==> src/rtl/bram_arb_pkg.sv <==
// Shared constants and types for the two-requester BRAM port arbiter.
package bram_arb_pkg;

    localparam int ARB_M0            = 0;
    localparam int ARB_M1            = 1;
    localparam int RUN_W             = 4;
    localparam int DEFAULT_MAX_BURST = 4;

    typedef logic [RUN_W-1:0] run_t;

    typedef enum logic {
        OWN_M0 = 1'b0,
        OWN_M1 = 1'b1
    } owner_e;

endpackage

==> src/rtl/bram_arb_grant.sv <==
// Round-robin grant decision with a bounded burst: the owner keeps the port
// while the other side waits only until its run reaches max_burst.
module bram_arb_grant
    import bram_arb_pkg::*;
#(
    parameter int max_burst = DEFAULT_MAX_BURST
) (
    input  logic clk,
    input  logic rst,
    input  logic req0,
    input  logic req1,
    output logic gnt0,
    output logic gnt1
);

    owner_e r_owner;
    run_t   r_run;
    logic   w_owner_may_continue;
    owner_e w_grantee;
    logic   w_any_gnt;

    assign w_owner_may_continue = (r_run < run_t'(max_burst));

    always_comb begin
        gnt0 = 1'b0;
        gnt1 = 1'b0;
        if (!rst) begin
            if (req0 && req1) begin
                if (r_owner == OWN_M0) begin
                    gnt0 = w_owner_may_continue;
                    gnt1 = !w_owner_may_continue;
                end else begin
                    gnt1 = w_owner_may_continue;
                    gnt0 = !w_owner_may_continue;
                end
            end else begin
                gnt0 = req0;
                gnt1 = req1;
            end
        end
    end

    assign w_any_gnt = gnt0 || gnt1;
    assign w_grantee = gnt1 ? OWN_M1 : OWN_M0;

    always_ff @(posedge clk) begin
        if (rst) begin
            r_owner <= OWN_M0;
            r_run   <= '0;
        end else if (w_any_gnt) begin
            if (w_grantee == r_owner) begin
                // Saturate so a lone requester never wraps and loses priority.
                if (r_run < run_t'(max_burst)) begin
                    r_run <= r_run + run_t'(1);
                end
            end else begin
                r_owner <= w_grantee;
                r_run   <= run_t'(1);
            end
        end else begin
            r_run <= '0;
        end
    end

endmodule

==> src/rtl/bram_arbiter.sv <==
// Two-master front end for one BRAM port: grant, request mux, and the
// one-cycle read-valid tracking for each master.
module bram_arbiter
    import bram_arb_pkg::*;
#(
    parameter int addr_width = 12,
    parameter int max_burst  = DEFAULT_MAX_BURST
) (
    input  logic                  clk,
    input  logic                  rst,
    input  logic                  m0_req,
    input  logic [addr_width-1:0] m0_addr,
    input  logic [3:0]            m0_we,
    input  logic [31:0]           m0_wdata,
    input  logic                  m1_req,
    input  logic [addr_width-1:0] m1_addr,
    input  logic [3:0]            m1_we,
    input  logic [31:0]           m1_wdata,
    output logic                  m0_ack,
    output logic                  m1_ack,
    output logic                  m0_rvalid,
    output logic                  m1_rvalid,
    output logic [31:0]           m0_rdata,
    output logic [31:0]           m1_rdata,
    output logic [addr_width-1:0] bram_addr,
    output logic [3:0]            bram_we,
    output logic [31:0]           bram_din,
    input  logic [31:0]           bram_dout
);

    logic [1:0] w_gnt;
    logic [1:0] w_rvalid;
    logic [3:0] w_req_we [2];
    logic [3:0] w_bram_we;

    assign w_req_we[ARB_M0] = m0_we;
    assign w_req_we[ARB_M1] = m1_we;

    bram_arb_grant #(
        .max_burst(max_burst)
    ) u_grant (
        .clk (clk),
        .rst (rst),
        .req0(m0_req),
        .req1(m1_req),
        .gnt0(w_gnt[ARB_M0]),
        .gnt1(w_gnt[ARB_M1])
    );

    // Address and data default to m0 when idle; only the enables matter then.
    assign bram_addr = w_gnt[ARB_M1] ? m1_addr  : m0_addr;
    assign bram_din  = w_gnt[ARB_M1] ? m1_wdata : m0_wdata;

    always_comb begin
        w_bram_we = 4'b0000;
        if (w_gnt[ARB_M0]) begin
            w_bram_we = m0_we;
        end else if (w_gnt[ARB_M1]) begin
            w_bram_we = m1_we;
        end
    end
    assign bram_we = w_bram_we;

    generate
        for (genvar gi = 0; gi < 2; gi++) begin : g_rd
            logic r_rd;
            always_ff @(posedge clk) begin
                if (rst) begin
                    r_rd <= 1'b0;
                end else begin
                    r_rd <= w_gnt[gi] && (w_req_we[gi] == 4'b0000);
                end
            end
            // Masked while in reset so a read caught by reset never reports.
            assign w_rvalid[gi] = r_rd && !rst;
        end
    endgenerate

    assign m0_ack    = w_gnt[ARB_M0];
    assign m1_ack    = w_gnt[ARB_M1];
    assign m0_rvalid = w_rvalid[ARB_M0];
    assign m1_rvalid = w_rvalid[ARB_M1];
    assign m0_rdata  = bram_dout;
    assign m1_rdata  = bram_dout;

endmodule

==> config.mk <==
export PLATFORM = sky130hd
export DESIGN_NAME = bram_arbiter
export DESIGN_NICKNAME = d
export VERILOG_FILES = /design/src/rtl/bram_arb_pkg.sv /design/src/rtl/bram_arb_grant.sv /design/src/rtl/bram_arbiter.sv
export SDC_FILE = /design/constraint.sdc
export NUM_CORES = 1
export LEC_CHECK = 0
export ABC_CLOCK_PERIOD_IN_PS = 2700
export CAP_MARGIN = 25
export CORE_AREA = 2 2 95 97
export DETAILED_ROUTE_END_ITERATION = 10
export DIE_AREA = 0 0 97 99
export PLACE_DENSITY_LB_ADDON = 0.15
export SLEW_MARGIN = 20
export SYNTH_ARGS = -nofsm -noshare
export SYNTH_HDL_FRONTEND = slang
export SYNTH_HIERARCHICAL = 1
export SYNTH_SLANG_ARGS = --single-unit
==> constraint.sdc <==
create_clock -name clk -period 2.7 [get_ports clk]
set_input_delay 0.54 -clock clk [delete_from_list [all_inputs] [get_ports clk]]
set_output_delay 0.54 -clock clk [all_outputs]
set_load 0.01 [all_outputs]
* Yosys cells after proc, flatten, opt, wreduce, memory -nomap -nowiden
Cells that the tools add are included. Widths: inputs -> output; s select.
Word-level totals: flip-flop bits (word level) 7, output and inout port bits 116, logic and storage cells 37, input bits 132
Cells by class: equal/unequal tests 2, $lt $le $gt $ge 1, bitwise gates (word level) 2, reductions and logical operators 13, add/subtract/negate cells 1, muxes and demuxes 13
Operators with widths (count):
- $mux 32 | 1
- $mux 12 | 1
- $mux 1 | 9
- $logic_not 4->1 | 2
- $mux 4 | 2
- $logic_and 1x1->1 | 5
- $add 4x1->4 const B | 1
- $lt 4x3->1 const B | 1
- $reduce_or 3->1 | 1
- $logic_not 1->1 | 2
- $ne 2x1->1 const B | 1
- $not 1->1 | 2
- $reduce_and 2->1 | 1
- $reduce_or 2->1 | 1
- $eq 1x1->1 | 1
- $logic_or 1x1->1 | 1

* Longest topological paths before layout
Gate-level depths: netlist of the first run.
depth in word-level cells 9, mapped depth 7, gate-level depth less buffers 5

* Cells and area by module
The synthesis of the first run kept the hierarchy.
Modules (own cells, without submodules):
- bram_arbiter | area each 1149.9 sq um, seq. area each 40.0 sq um, cells each 130, instances 1
- bram_arb_grant | area each 315.3 sq um, seq. area each 100.1 sq um, cells each 36, instances 1

* Worst setup path before layout of the first run
OpenSTA, ideal clock, no wires.
path type input-to-output, from input m0_req, to output bram_din[10], slack 370 ps, required time 2160 ps, stages 5, data arrival time 1790 ps, cells stage by stage buf_2 -> a21oi_1 -> buf_2 -> buf_4 -> mux2_2
On the way: word-level cells in the longest chain between the ends 4
Ends and longest elaborated chain:
- start: declaration | RTL line bram_arbiter.sv:11 | input logic m0_req,
- $logic_and 1x1->1 | RTL line bram_arb_grant.sv:28 | if (req0 && req1) begin
- $mux 1 | RTL line bram_arb_grant.sv:28
- $mux 1 | RTL line bram_arb_grant.sv:27 | if (!rst) begin
- named net m1_ack | RTL line bram_arbiter.sv:20 | output logic m1_ack,
- $mux 32 | RTL line bram_arbiter.sv:52 | assign bram_din = w_gnt[ARB_M1] ? m1_wdata : m0_wdata;
- end: declaration | RTL line bram_arbiter.sv:27 | output logic [31:0] bram_din,
The timed path passes the listed nets, and every way through them passes these cells.

* Final worst setup path of the first run
from input rst, to output bram_din[18]
On the way: word-level cells in the longest chain between the ends 2
Ends and longest elaborated chain:
- start: declaration | RTL line bram_arbiter.sv:10 | input logic rst,
- $mux 1 | RTL line bram_arb_grant.sv:27
- $mux 32 | RTL line bram_arbiter.sv:52
No other way between the ends.

==> results of run 1 <==
Yosys cell counts, drive strengths merged:
cell type and count:
buf 70, nor2 3, nor2b 2, a22o 2
and2b 1, o31ai 1, a21boi 1, o211ai 1
nor3 2, mux2i 1, o21ai 4, dfxtp 7
or4b 2, mux2 45, xnor2 1, a21oi 3
ha 1, o211a 1, nand2 7, o21ba 1
or4bb 2, inv 4, o21a 1, o32ai 1
o2111ai 1, o21bai 1
per-layer routing:
metal	part of all wire (%)	GRT usage, %	wire length, um
met2	56	23.8	3490
met4	2.0	3.47	121
met1	32	11.2	1960
met3	10	5.25	618
met5	0	0	0
worst max-delay path, stage by stage:
cell and delay, ns:
dlygate4sd2_1 0.25, inv_2 0.08, nand2_4 0.06, a21oi_4 0.19, buf_6 0.13, buf_6 0.08, buf_6 0.08, buf_6 0.10
buf_16 0.11, mux2_2 0.33, buf_2 0.14
worst max-delay path by stage:
stage                     slack (ns)            to  cells past startpoint
after floorplan                 0.37  bram_din[10]                      5
after global placement         -0.30  bram_addr[3]                      6
after detailed placement       -0.28  bram_din[16]                      7
after CTS                       0.02   bram_din[0]                      7
after global routing          -0.007  bram_addr[5]                     10
final                           0.07  bram_din[18]                     11
power groups by stage:
| stage | Sequential, mW | Clock, mW | Combinational [mW] |
|---|---|---|---|
| CTS | 0.112 | 0.151 | 0.407 |
| global route | 0.113 | 0.161 | 0.442 |
| global placement | 0.114 | 0 | 0.426 |
| detailed placement | 0.114 | 0 | 0.424 |
| finish | 0.112 | 0.149 | 0.412 |
| floorplan | 0.114 | 0 | 0.233 |
final cells by class:
cell class                 count  area, um^2  area share, %
sequential                     7         140           4.88
inverter                       4        15.0          0.523
timing repair buffer         176        1720           59.8
tap                          108         135           4.70
clock buffer                   4        45.0           1.57
multi-input combinational     85         818           28.5
metrics by stage:
step / setup slack (ns) / instance area [um^2] / cells / TNS [ns]
after CTS: 0.0241 / 2780 / 377 / 0
after floorplan: 0.370 / 1470 / 166 / 0
final: 0.0730 / 2870 / 384 / 0
after global placement: -0.295 / 2710 / 367 / -12.05
after detailed placement: -0.278 / 2710 / 367 / -10.97
after global routing: -0.00704 / 2870 / 384 / -0.00873
cell families after synthesis:
| group | count (synthesis) | synth area share [%] |
|---|---|---|
| fa+ha+maj | 1 | 0.854 |
| buf+inv | 74 | 36.4 |
| xor+xnor | 1 | 0.598 |
| mux | 46 | 35.3 |
| flops | 7 | 9.56 |
| simple gates | 19 | 8.45 |
| compound gates | 18 | 8.88 |
registers in the layout, summed over array words and instances, names as in the netlist:
signal           count
g_rd.r_rd            2
u_grant/r_owner      1
u_grant/r_run        4
repair_timing:
action | 4_1_cts | 5_1_grt
gates cloned | 1 | 0
resized for setup | 75 | 11
setup endpoints to repair | 49 | 13
pin swaps | 1 | 0
buffers inserted | 5 | 7
==> results.rst, run 1 <==
.. list-table::
   :header-rows: 1

   * - Metric
     - Value
   * - Cell accounting for the most synthesized area
     - buf_4
   * - Deepest level of the CTS H-tree
     - 1
   * - Largest net degree at the start of global routing
     - 29
   * - Avg WL per Cell
     - 16.1 um
   * - Length in cells of the worst reg-to-reg path
     - 6
   * - Startpoint type of the worst setup path
     - primary input
   * - Aggregate routed wire length
     - between 6000 and 7000 um
   * - First-pass GRT wire length
     - around 9000 um
   * - Unique masters post-synth
     - 32
   * - Category of the worst setup path capture point
     - output port
   * - Post-Synthesis Net Count
     - between 200 and 300
   * - Count of vias placed by the detailed router
     - between 1000 and 1500
   * - Number of maximum-capacitance violations
     - 0
   * - Drt first pass iters
     - 2
   * - CTS root buffer
     - clkbuf_8
   * - Power per unit of standard cell area
     - about 230 nW/um^2
   * - Fraction of power spent switching nets
     - 27.4%
   * - Worst setup path category
     - primary input to output port
   * - Number of DRC violations after detailed routing
     - 0
   * - Fraction of layout instances using a drive strength above 1
     - between 30% and 40%
   * - Result of the run
     - complete, no violations
   * - # port buffers
     - 151
   * - Final-report hold violation count
     - 0
   * - Required time of the critical path
     - 2.16 ns
   * - Utilization after layout
     - 33.6%
   * - Slack of the worst reg-to-reg path
     - a little under 1 ns
   * - Average vias per placed instance
     - 3.83
   * - R2R Path End
     - g_rd[1].r_rd$_SDFF_PP0_
   * - Netlist area before placement
     - between 1000 and 1500 um^2
   * - Arrival time of the worst setup path
     - 2.09 ns
   * - Worst-path clk slew
     - 0.04 ns
   * - Leakage power total
     - between 1 and 1.5 nW
   * - Half-perimeter wire length after placement
     - 5180 um
   * - Crit Path Max Fanout
     - 6
   * - Deepest clock path buffer count
     - 2
   * - Final Critical Period
     - approximately 2.6 ns
   * - Relative area change from synthesis to final layout
     - 96.1%
   * - Final hold slack
     - about 0.48 ns
   * - R2r startpoint
     - u_grant/r_run[3]$_SDFFE_PP0P_
   * - Die area
     - 9600 um^2
   * - Most used cells in the layout excluding fill and tap cells
     - 100 x clkdlybuf4s50_1, 44 x mux2_2, 37 x dlygate4sd2_1
   * - Number of core rows
     - 34
   * - Share of the clock period used by the worst path after layout
     - 97.3%
   * - Clock latency of the later-clocked register in the worst-skew pair
     - roughly 0.23 ns
   * - Total net switching power
     - between 0.15 and 0.2 mW
   * - Largest cells by area after synthesis
     - buf_4 34%, mux2_2 34%, dfxtp_1 9.6%, nand2_1 1.8%, or4bb_1 1.5%
   * - Post-layout nets
     - 410
   * - I/O pins
     - ~250
   * - Post-route antenna net violation count
     - 0
   * - Iter 0 DRT Violations
     - 12
   * - Most common cell after layout, fill and taps aside
     - clkdlybuf4s50_1
   * - Worst-margin pin slew
     - 0.341 ns
   * - Area of the placeable core
     - around 8600 um^2
   * - Clock buffers created by TritonCTS
     - 3
   * - End point of the worst hold path
     - u_grant/r_run[1]$_SDFFE_PP0P_
   * - Final total power
     - about 0.67 mW
   * - Number of endpoints failing setup at the final stage
     - 0
   * - Antenna violations before repair
     - 0
   * - Hold-fix buffers at CTS
     - 0
   * - Clock skew after layout
     - 0.00174 ns
   * - N_diodes
     - 0
   * - Clock Sinks
     - 7
   * - Clock power share
     - between 20 and 25%
   * - Crit path from
     - rst
   * - Sequential element share of the synthesized area
     - 9.56%
   * - Proportion of power drawn by flip-flops and latches
     - approximately 17%
   * - Combinational Power Share
     - about three fifths
   * - Hold depth
     - 2
   * - Overflow left after global routing
     - 0
   * - Gate Count Post-Synth
     - 166
   * - Vias in the first global route
     - around 1600
   * - Top cell type's share of synthesized area
     - between 30% and 40%
   * - Die Wd
     - a little under 100 um
   * - Global routing usage summed across all routing layers
     - around 12%
   * - Maximum clock rate
     - ~380 MHz
   * - Post-synthesis register bit count
     - 7
   * - Worst hold start
     - u_grant/r_run[1]$_SDFFE_PP0P_
   * - Synth warn
     - 6
   * - Path class of the lowest-slack min-delay path
     - flop to flop
   * - Peak supply drop
     - between 100 and 150 uV
   * - Synthesized area divided by synthesized cell count
     - around 8.8 um^2
   * - Internal Pwr Total
     - roughly 0.5 mW
   * - Count of final max-slew check failures
     - 0
   * - Placer congestion estimate
     - ~0.75
   * - Vertical die dimension
     - 99 um
   * - Initial standard-cell utilization of the core
     - ~17%
   * - Tightest slew margin relative to the limit
     - between 70% and 80%
   * - Number of fill cells in the layout
     - 906
   * - CTS tree
     - built
Note: power is estimated with default switching activity, not from simulation.
==> inputs of run 2 (changes only) <==
ABC_AREA = 1   (was unset)
CORE_AREA = 2 2 97 99   (was 2 2 95 97)
DIE_AREA = 0 0 99 101   (was 0 0 97 99)
==> run 2 against run 1 <==
  * Maximum frequency barely moved
  * Area after synthesis increased by 8.2%
  * Clock skew shrank 0.0011 ns
  * Critical path type unchanged
  * Critical endpoint is now bram_din[11]
==> results.rst, run 2 <==
.. list-table::
   :header-rows: 1

   * - Metric
     - Value
   * - Average vias per placed instance
     - 3.71 (-3.3%)
   * - Combinational family with the most area after synthesis
     - buffers and inverters
   * - Post-synth EDFFs
     - 0 (unchanged)
   * - CTS root buffer
     - clkbuf_8
   * - Area of the placeable core
     - 8980 um^2 (+5.0%)
   * - Slack of the worst reg-to-reg path
     - 1.49 ns (+0.51 ns)
   * - Post-Synthesis Net Count
     - 407 (+36%)
   * - Global routing usage summed across all routing layers
     - 10.4% (-1.7 points)
   * - Number of DRC violations after detailed routing
     - 0 (unchanged)
   * - Dominant register cell in the synthesized netlist
     - dfxtp_1
   * - Unrepaired setup endpoints after global routing
     - yes
   * - Worst-path clk slew
     - 0.04 ns (about the same)
   * - Count of final max-slew check failures
     - 0 (unchanged)
   * - I/O pins
     - 248 (unchanged)
   * - Iter 0 DRT Violations
     - 26 (+14)
   * - Simple-gate share of the synthesized area
     - 22.2% (+14 points)
   * - Number of endpoints failing setup at the final stage
     - 0 (unchanged)
   * - Largest net degree at the start of global routing
     - 38 (+31%)
   * - R2r startpoint
     - u_grant/r_owner$_SDFFE_PP0P_
   * - Post-layout nets
     - 499 (+22%)
   * - Clock skew after layout
     - 0.000676 ns (-0.00107 ns)
   * - Number of maximum-capacitance violations
     - 0 (unchanged)
   * - Startpoint type of the worst setup path
     - primary input
   * - Avg WL per Cell
     - 11.3 um (-30%)
   * - Power per unit of standard cell area
     - 244 nW/um^2 (+4.0%)
   * - Clock Sinks
     - 7 (unchanged)
   * - End point of the worst hold path
     - u_grant/r_run[3]$_SDFFE_PP0P_
   * - Antenna violations before repair
     - 0 (unchanged)
   * - Fraction of layout instances using a drive strength above 1
     - 17.5% (-15 points)
   * - Unique masters post-synth
     - 21 (-34%)
   * - Placer congestion estimate
     - 0.782 (+4.6%)
   * - Maximum clock rate
     - 381 MHz (about the same)
   * - Leakage power total
     - 1.31 nW (+6.5%)
   * - Gate Count Post-Synth
     - 274 (+65%)
   * - # port buffers
     - 151 (unchanged)
   * - Path class of the lowest-slack min-delay path
     - flop to flop
   * - Initial standard-cell utilization of the core
     - 17.7% (+0.52 points)
   * - Die Wd
     - 99 um (+2.1%)
   * - R2R Path End
     - g_rd[1].r_rd$_SDFF_PP0_
   * - Length in cells of the worst reg-to-reg path
     - 8 (+2)
   * - Worst setup path category
     - primary input to output port
   * - Most used cells in the layout excluding fill and tap cells
     - 101 x clkdlybuf4s50_1, 59 x nand2_1, 54 x inv_1
   * - Crit Path Max Fanout
     - 13 (+7)
   * - Most common cell after layout, fill and taps aside
     - clkdlybuf4s50_1
   * - Number of core rows
     - 35 (+2.9%)
   * - Area of the multi-input gates
     - 648 um^2 (-21%)
   * - Relative area change from synthesis to final layout
     - 65.8%
   * - Vias in the first global route
     - 1662 (+2.0%)
   * - Parity-gate share of the synthesized area counting xor and xnor cells
     - 0.552% (-0.045 points)
   * - Half-perimeter wire length after placement
     - 4770 um (-7.8%)
   * - Crit path from
     - m0_req
   * - Top Registers
     - u_grant/r_run: 4 flops, g_rd.r_rd: 2 flops, u_grant/r_owner: 1 flops
   * - Category of the worst setup path capture point
     - output port
   * - Number of fill cells in the layout
     - 1006 (+11%)
   * - Post-Synth Adder-Cell Area
     - 0.789% (-0.065 points)
   * - Overflow left after global routing
     - 0 (unchanged)
   * - Top cell type's share of synthesized area
     - 30.3% (-4.0 points)
   * - Hold depth
     - 2 (unchanged)
   * - Cell accounting for the most synthesized area
     - buf_4
   * - Drt first pass iters
     - 4 (+2)
   * - Final total power
     - 0.640 mW (-4.8%)
   * - Hold-fix buffers at CTS
     - 0 (unchanged)
   * - Clock buffers created by TritonCTS
     - 3 (unchanged)
   * - Worst-margin pin slew
     - 0.199 ns (-0.142 ns)
   * - Die area
     - 10000 um^2 (+4.1%)
   * - First-pass GRT wire length
     - 8310 um (-7.7%)
   * - Post-route worst setup slack
     - 0.0747 ns (+0.00173 ns)
   * - Clock latency of the later-clocked register in the worst-skew pair
     - 0.22 ns (about the same)
   * - Count of vias placed by the detailed router
     - 1764 (+20%)
   * - Deepest level of the CTS H-tree
     - 1 (unchanged)
   * - Deepest clock path buffer count
     - 2 (unchanged)
   * - Post-route antenna net violation count
     - 0 (unchanged)
   * - Netlist area before placement
     - 1590 um^2 (+8.2%)
   * - Most instantiated library cell after synthesis
     - buf_4
   * - Final Instance Area
     - 2630 um^2 (-8.5%)
   * - Share of the clock period used by the worst path after layout
     - 97.2% (about the same)
   * - CTS tree
     - built
   * - Tightest slew margin relative to the limit
     - 86.6% (+9.4 points)
   * - Largest register FFs
     - 4 (unchanged)
   * - N_diodes
     - 0 (unchanged)
   * - Proportion of synthesized area in mux cells
     - 0.631% (-35 points)
   * - Instance area after placement
     - 2740 um^2 (+1.2%)
   * - Final Critical Period
     - 2.63 ns (-0.00173 ns)
   * - Synth Area in Compound Gates
     - 16.3% (+7.5 points)
   * - Largest cells by area after synthesis
     - buf_4 30%, nand2_1 14%, inv_1 13%, o21ai_0 13%, dfxtp_1 8.8%
   * - Aggregate routed wire length
     - 5400 um (-13%)
   * - Peak supply drop
     - 94.9 uV (-8.2%)
   * - Worst hold start
     - u_grant/r_run[3]$_SDFFE_PP0P_
   * - Synth warn
     - 6 (unchanged)
   * - Result of the run
     - complete, no violations
   * - Sequential element share of the synthesized area
     - 8.84% (-0.72 points)
   * - Top register by number of flip-flops
     - u_grant/r_run
   * - Total negative slack
     - 0 ns (unchanged)
   * - Vertical die dimension
     - 101 um (+2.0%)
   * - Worst slack at placement
     - -0.290 ns (-0.0120 ns)
   * - Final-report hold violation count
     - 0 (unchanged)
   * - Required time of the critical path
     - 2.16 ns (about the same)
   * - Arrival time of the worst setup path
     - 2.09 ns (about the same)
   * - Register cell area after layout
     - 140 um^2 (unchanged)
   * - Synthesized area divided by synthesized cell count
     - 5.79 um^2 (-34%)
   * - Share of synthesized flip-flops with an asynchronous set or reset
     - 0% (unchanged)
   * - Top post-synthesis cells by count
     - 64 x buf_4, 60 x nand2_1, 57 x inv_1, 40 x o21ai_0, 11 x nor2_1
   * - Post-synthesis register bit count
     - 7 (unchanged)
[run 2: cell count changes in the layout (fill, tap and decap cells not counted), moves of 28 or more]
cell / before / now
nand2_1: 6 / 59
inv_1: 2 / 54
mux2_2: 44 / 0
clkbuf_2: 0 / 37
dlygate4sd2_1: 37 / 5
o21ai_0: 3 / 31
[run 2: cells by family after synthesis]
logic type      Yosys count
buf+inv                 132
mux                       1
simple gates             83
xor+xnor                  1
flops                     7
compound gates           49
fa+ha+maj                 1
[run 2: routing by layer]
layer	global-route usage, %	part of all wire [%]	wire [um]	vias up
met1	10.5	33	1790	713
met3	3.40	11	567	30
li1	-	-	-	939
met2	18.8	52	2790	82
met5	0	0	0	-
met4	5.80	4.8	257	0
[run 2: where the power goes]
part           leakage, nW  switching, mW  total, mW  internal (mW)
logic                 1.23          0.156      0.382          0.226
registers           0.0571        0.00294      0.111          0.108
clock network       0.0228         0.0445      0.147          0.102
total                 1.31          0.204      0.640          0.436
[run 2: final cells by class]
class,instances,area share [%]
repair buffers,161,54.4
clock buffers,4,1.71
multi-input cells,135,24.7
flip-flops and latches,7,5.33
inverters,58,8.61
well taps,111,5.28
[run 2: how the worst max path moves through the flow]
stage                              end  slack (ns)  depth (start not counted)
after floorplan           bram_din[20]        0.63                          8
after global placement    bram_din[11]       -0.31                          9
after detailed placement  bram_din[30]       -0.29                          9
after CTS                   bram_we[0]       -0.16                         10
after global routing      bram_din[11]       -0.02                          9
final                     bram_din[11]        0.07                          9
[run 2: repair_timing]
action                     CTS  global route
pin swaps                    0             0
gates resized for setup     54           116
setup endpoints to repair   50            40
buffers inserted             0             0
[run 2: worst max-delay path, stage by stage]
cell and delay [ns]:
clkdlybuf4s50_1 0.50, nand2_2 0.08, clkinvlp_4 0.07, nand3_2 0.09, nand2_2 0.11, clkinv_4 0.10, buf_4 0.19, o21ai_2 0.15
clkdlybuf4s15_1 0.25
[run 2: through the flow]
stage / instances / util (%) / hold WS [ns]
finish: 476 / 29.3 / 0.501
global route: 476 / 29.3 / 0.537
CTS: 476 / 30.5 / 0.510
detailed placement: 472 / 30.5 / 0.503
global placement: 472 / 30.5 / 0.491
floorplan: 274 / - / 0.477
==> inputs of run 3 (changes only) <==
SLEW_MARGIN = unset   (was 20)
==> results of run 3 <==
The final DEF is identical to that of run 2; final timing and power are the same.
